<file path="src/rtl/cpu_pkg.sv">
// Shared CPU definitions: opcodes, bubble word, fetch FSM states and the
// IF/ID pipeline record.
package cpu_pkg;

   localparam logic [5:0] RFORMAT = 6'b000000;
   localparam logic [5:0] LW      = 6'b100011;
   localparam logic [5:0] SW      = 6'b101011;
   localparam logic [5:0] BEQ     = 6'b000100;
   localparam logic [5:0] HALT    = 6'b111111;

   localparam logic [31:0] NOP_INSTR = 32'h0;

   typedef enum logic {
      FETCH_RUN,
      FETCH_HALTED
   } fetch_state_e;

   typedef struct packed {
      logic [31:0] instr;
      logic [31:0] pc_plus4;
      logic        valid;
   } ifid_t;

endpackage

</file>
<file path="src/rtl/imem_1w1r.sv">
// Word memory with combinational read and synchronous write; contents are
// never reset, so a read in the cycle of a write returns the old word.
module imem_1w1r #(
   parameter int unsigned DEPTH = 32,
   parameter int unsigned WIDTH = 32,
   localparam int unsigned AW   = $clog2(DEPTH)
) (
   input  logic             clk,
   input  logic             we_i,
   input  logic [AW-1:0]    waddr_i,
   input  logic [WIDTH-1:0] wdata_i,
   input  logic [AW-1:0]    raddr_i,
   output logic [WIDTH-1:0] rdata_o
);

   logic [WIDTH-1:0] mem_q [DEPTH];

   always_ff @(posedge clk) begin
      if (we_i) begin
         mem_q[waddr_i] <= wdata_i;
      end
   end

   assign rdata_o = mem_q[raddr_i];

endmodule

</file>
<file path="src/rtl/if_fetch_stage.sv">
// Instruction fetch stage with IF/ID register, load-use stall, branch flush
// and a RUN/HALTED fetch FSM that stops on the HALT opcode.
module if_fetch_stage
   import cpu_pkg::*;
#(
   parameter int unsigned  IMEM_DEPTH  = 32,
   parameter logic [31:0]  RESET_PC    = 32'h0000_0000,
   parameter logic [5:0]   HALT_OPCODE = HALT,
   localparam int unsigned AW          = $clog2(IMEM_DEPTH)
) (
   input  logic          clk,
   input  logic          rst,
   input  logic          stall_i,
   input  logic          flush_i,
   input  logic [31:0]   branch_target_i,
   input  logic          imem_we_i,
   input  logic [AW-1:0] imem_waddr_i,
   input  logic [31:0]   imem_wdata_i,
   output logic [31:0]   pc_o,
   output logic [31:0]   instruction_ifid_o,
   output logic [31:0]   pc_plus4_ifid_o,
   output logic          valid_ifid_o,
   output logic          halted_o,
   output logic [31:0]   fetch_count_o
);

   fetch_state_e state_q, state_d;
   logic [31:0]  pc_q, pc_d;
   ifid_t        ifid_q, ifid_d;
   logic [31:0]  count_q, count_d;
   logic [31:0]  word;
   logic [31:0]  pc_plus4;
   logic         is_halt;
   logic         fetch_en;

   imem_1w1r #(.DEPTH(IMEM_DEPTH), .WIDTH(32)) u_imem (
      .clk     (clk),
      .we_i    (imem_we_i),
      .waddr_i (imem_waddr_i),
      .wdata_i (imem_wdata_i),
      .raddr_i (pc_q[AW+1:2]),
      .rdata_o (word)
   );

   assign pc_plus4 = pc_q + 32'd4;
   assign is_halt  = (word[31:26] == HALT_OPCODE);

   always_ff @(posedge clk) begin
      if (rst) begin
         state_q <= FETCH_RUN;
      end else begin
         state_q <= state_d;
      end
   end

   always_comb begin
      state_d = state_q;
      if (flush_i) begin
         state_d = FETCH_RUN;
      end else if (!stall_i && state_q == FETCH_RUN && is_halt) begin
         state_d = FETCH_HALTED;
      end
   end

   always_comb begin
      halted_o = (state_q == FETCH_HALTED);
      fetch_en = (state_q == FETCH_RUN);
   end

   // Priority flush > stall > halted > normal; rst is applied in the register.
   always_comb begin
      pc_d    = pc_q;
      ifid_d  = ifid_q;
      count_d = count_q;
      if (flush_i) begin
         pc_d   = branch_target_i;
         ifid_d = '0;
      end else if (stall_i) begin
         pc_d = pc_q;
      end else if (!fetch_en) begin
         ifid_d = '{instr: NOP_INSTR, pc_plus4: 32'h0, valid: 1'b0};
      end else begin
         ifid_d  = '{instr: word, pc_plus4: pc_plus4, valid: 1'b1};
         count_d = count_q + 32'd1;
         pc_d    = is_halt ? pc_q : pc_plus4;
      end
   end

   always_ff @(posedge clk) begin
      if (rst) begin
         pc_q    <= RESET_PC;
         ifid_q  <= '0;
         count_q <= '0;
      end else begin
         pc_q    <= pc_d;
         ifid_q  <= ifid_d;
         count_q <= count_d;
      end
   end

   assign pc_o               = pc_q;
   assign instruction_ifid_o = ifid_q.instr;
   assign pc_plus4_ifid_o    = ifid_q.pc_plus4;
   assign valid_ifid_o       = ifid_q.valid;
   assign fetch_count_o      = count_q;

endmodule
</file>
<file path="config.mk">
export PLATFORM = sky130hd
export DESIGN_NAME = if_fetch_stage
export DESIGN_NICKNAME = d
export VERILOG_FILES = /design/src/rtl/cpu_pkg.sv /design/src/rtl/imem_1w1r.sv /design/src/rtl/if_fetch_stage.sv
export SDC_FILE = /design/constraint.sdc
export NUM_CORES = 1
export LEC_CHECK = 0
export CORE_MARGIN = 4
export CORE_UTILIZATION = 35
export CTS_BUF_LIST = sky130_fd_sc_hd__clkbuf_16
export DETAILED_ROUTE_END_ITERATION = 12
export GPL_TIMING_DRIVEN = 0
export PLACE_DENSITY = 0.53
export REMOVE_ABC_BUFFERS = 1
export SLEW_MARGIN = 5
export SYNTH_ARGS = -nofsm -noshare
export SYNTH_HDL_FRONTEND = slang
export SYNTH_SLANG_ARGS = --single-unit
export TNS_END_PERCENT = 30
</file>
<file path="constraint.sdc">
create_clock -name clk -period 6.2 [get_ports clk]
set_input_delay 0.93 -clock clk [delete_from_list [all_inputs] [get_ports clk]]
set_output_delay 0.93 -clock clk [all_outputs]
set_load 0.02 [all_outputs]
</file>
==> run_results.csv <==
group,metric,value,unit
run_status,status,"complete, no violations",
routing,drtIter0Drc,2271,
worst_hold_path,hold_path_class,"register to register",
floorplanning,fp.dieW,365,um
synthesis,synth_cells,2182,
clocking,cts_setup_buffers,0,
floorplanning,start_util,0.353,
worst_setup_path,endpoint_kind,"register",
global_route,antenna_found_initial,4,
global_route,grt_pass1_vias,23500,
synthesis,synthTopCellsByArea,"edfxtp_1 69%, mux4_2 16%, dfxtp_1 6.1%",
worst_setup_path,reg2reg_depth,9,
global_route,grt_max_degree,52,
clocking,cts_tree,"built",
synthesis,synth_top_area_share,0.690,
power,leakage,16.6,nW
worst_setup_path,worstPathArrival,4.78,ns
global_route,grt_util_all_layers,0.174,
final_layout,layout-drive-gt1-share,0.238,
timing,worst_pin_slew,1.32,ns
worst_hold_path,hold_path_depth,2,
clocking,clock-sinks,1159,
run,maxCapViolCount,0,
synthesis,ys_seq_area_frac,0.751,
global_route,grt-ovfl-total,0,
floorplanning,rows,130,
power,cellPowerDensity,311,mW/mm2
place,hpwl,73100,um
timing,skew,0.0253,ns
global_route,grt_pass1_wl,168000,um
final_layout,syn_to_final_growth,21.8,%
worst_setup_path,path_class,"input port to register",
place,dp_cells,3993,
timing,period_needed,4.20,ns
worst_setup_path,start_kind,"input port",
clocking,worstSkewPairLatency,0.71,ns
final_layout,fin_cells,4221,
clocking,ctsHoldBuffers,0,
worst_setup_path,worstPathRequired,6.78,ns
synthesis,async_flop_share,0,
synthesis,yosysTopAreaCell,"edfxtp_1",
power,irDropWorstVdd,231,uV
timing,finalSetupViolations,0,
timing,rsz0062_at_grt,"no",
synthesis,synthTopCellsByCount,"1024 x edfxtp_1, 315 x mux4_2, 173 x nor2_1, 135 x dfxtp_1, 82 x clkbuf_1",
synthesis,synthesis.area,0.0446,mm2
synthesis,yosysUniqueCellTypes,45,
routing,antenna_left,0,
place,io_buffer_count,203,
synthesis,postSynthAreaPerCell,20.4,um2
synthesis,synth_flop_cell,"edfxtp_1",
synthesis,ys_ff_latch,1159,
synthesis,yosysWarnings,0,
clocking,ctsResizeCount,0,
timing,hold_viol,0,
final_layout,nets,2541,
routing,wl,116000,um
routing,via_per_inst,5.37,
timing,maxSlewHeadroom,0.117,
clocking,root_buffer,"clkbuf_16",
routing,wire_per_inst,27.5,um
timing,timing.final.crit_share,0.678,
clocking,cts_buffers,120,
floorplanning,die_y,365,um
clocking,clk_path_buf_depth,3,
floorplanning,ios,204,
clocking,clk_pin_slew,0.05,ns
floorplanning,core-area,0.126,mm2
power,totalPowerFinal,16.9,mW
worst_setup_path,cp_max_fo,27,
synthesis,synth.most_common_cell,"edfxtp_1",
routing,drcViolationCount,0,
synthesis,synth_edf_count,1024,
clocking,cts_max_level,3,
routing,dr.pass1.iters,5,
floorplanning,dieArea,0.133,mm2
timing,fmax,0.238,GHz
routing,route.vias.total,22700,
place,place_congestion,0.779,
final_layout,utilization,0.430,
timing,maxSlewViolCount,0,
==> kinds of logic (layout without fill, tap and decap cells) <==
group	Yosys count	after routing	synth area share
flip-flops	1159	1159	0.751
multiplexers	350	350	0.167
AND/OR/NAND/NOR	344	344	0.0366
AO/OA/AOI/OAI	142	142	0.0219
buffers and inverters	129	516	0.0119
XOR/XNOR	56	56	0.0110
adder cells (fa/ha/maj)	2	2	0.000562
other	0	2	0
==> state kept, by name (all words and copies together), names as in the netlist, named ones only <==
register	count
valid_ifid_o	1
instruction_ifid_o	32
fetch_count_o	32
halted_o	1
pc_o	32
pc_plus4_ifid_o	32
u_imem.mem_q	1024
==> area by class of cell <==
type / count / area, um2
clock buffer: 121 / 3030
timing repair buffer: 284 / 4000
sequential: 1159 / 33500
clock inverter: 105 / 831
inverter: 6 / 22.5
tap: 1650 / 2060
fill: 10800 / 71800
multi-input combinational: 894 / 10800
antenna: 2 / 5.00
==> critical path, cell delays in order <==
cell and delay, ns:
clkdlybuf4s50_1 1.10, nor3_2 0.99, nand3_1 0.37, nor4_1 0.75
nor3b_1 0.40, xnor2_1 0.18, nor2_1 0.06
==> layer usage <==
layer,global-route usage,share of wire,vias to the layer above
li1,-,-,9635
met1,0.233,0.42,12100
met2,0.300,0.50,707
met3,0.0284,0.054,177
met4,0.0386,0.022,4
met5,0,0.00027,-
==> power by group <==
group / leakage (nW) / switching, mW / internal (mW)
sequential: 10.3 / 0.0822 / 8.61
combinational: 4.35 / 0.622 / 0.589
clock: 1.96 / 2.98 / 3.99
==> worst paths after layout <==
path	from	end	slack (ns)
worst min register to register	valid_ifid_o	valid_ifid_o	0.46
worst max-delay path	flush_i	fetch_count_o[30]	2.00
worst max register to register	register	pc_o[25]	2.03
worst min-delay path	valid_ifid_o	valid_ifid_o	0.46
==> per-stage QoR <==
stage	cell area [um2]	worst slack, ns	setup TNS [ns]	hold WS [ns]
after floorplan	44000	-5.33	-323.55	0.533
after global routing	54300	1.75	0	0.504
after detailed placement	50400	1.30	0	0.452
final	54300	2.00	0	0.459
after CTS	54200	1.48	0	0.460
after global placement	48100	-11.25	-941.51	0.453
==> cells in the final DEF (no fill, tap or decap), drive strengths merged, types with 35 or more instances in the layout <==
| cell | count |
|---|---|
| nor2 | 173 |
| clkinv | 75 |
| nand2 | 44 |
| dfxtp | 135 |
| clkbuf | 121 |
| clkdlybuf4s50 | 201 |
| buf | 83 |
| a21oi | 43 |
| mux4 | 315 |
| mux2i | 35 |
| edfxtp | 1024 |
Note: power is estimated with default switching activity, not from simulation.
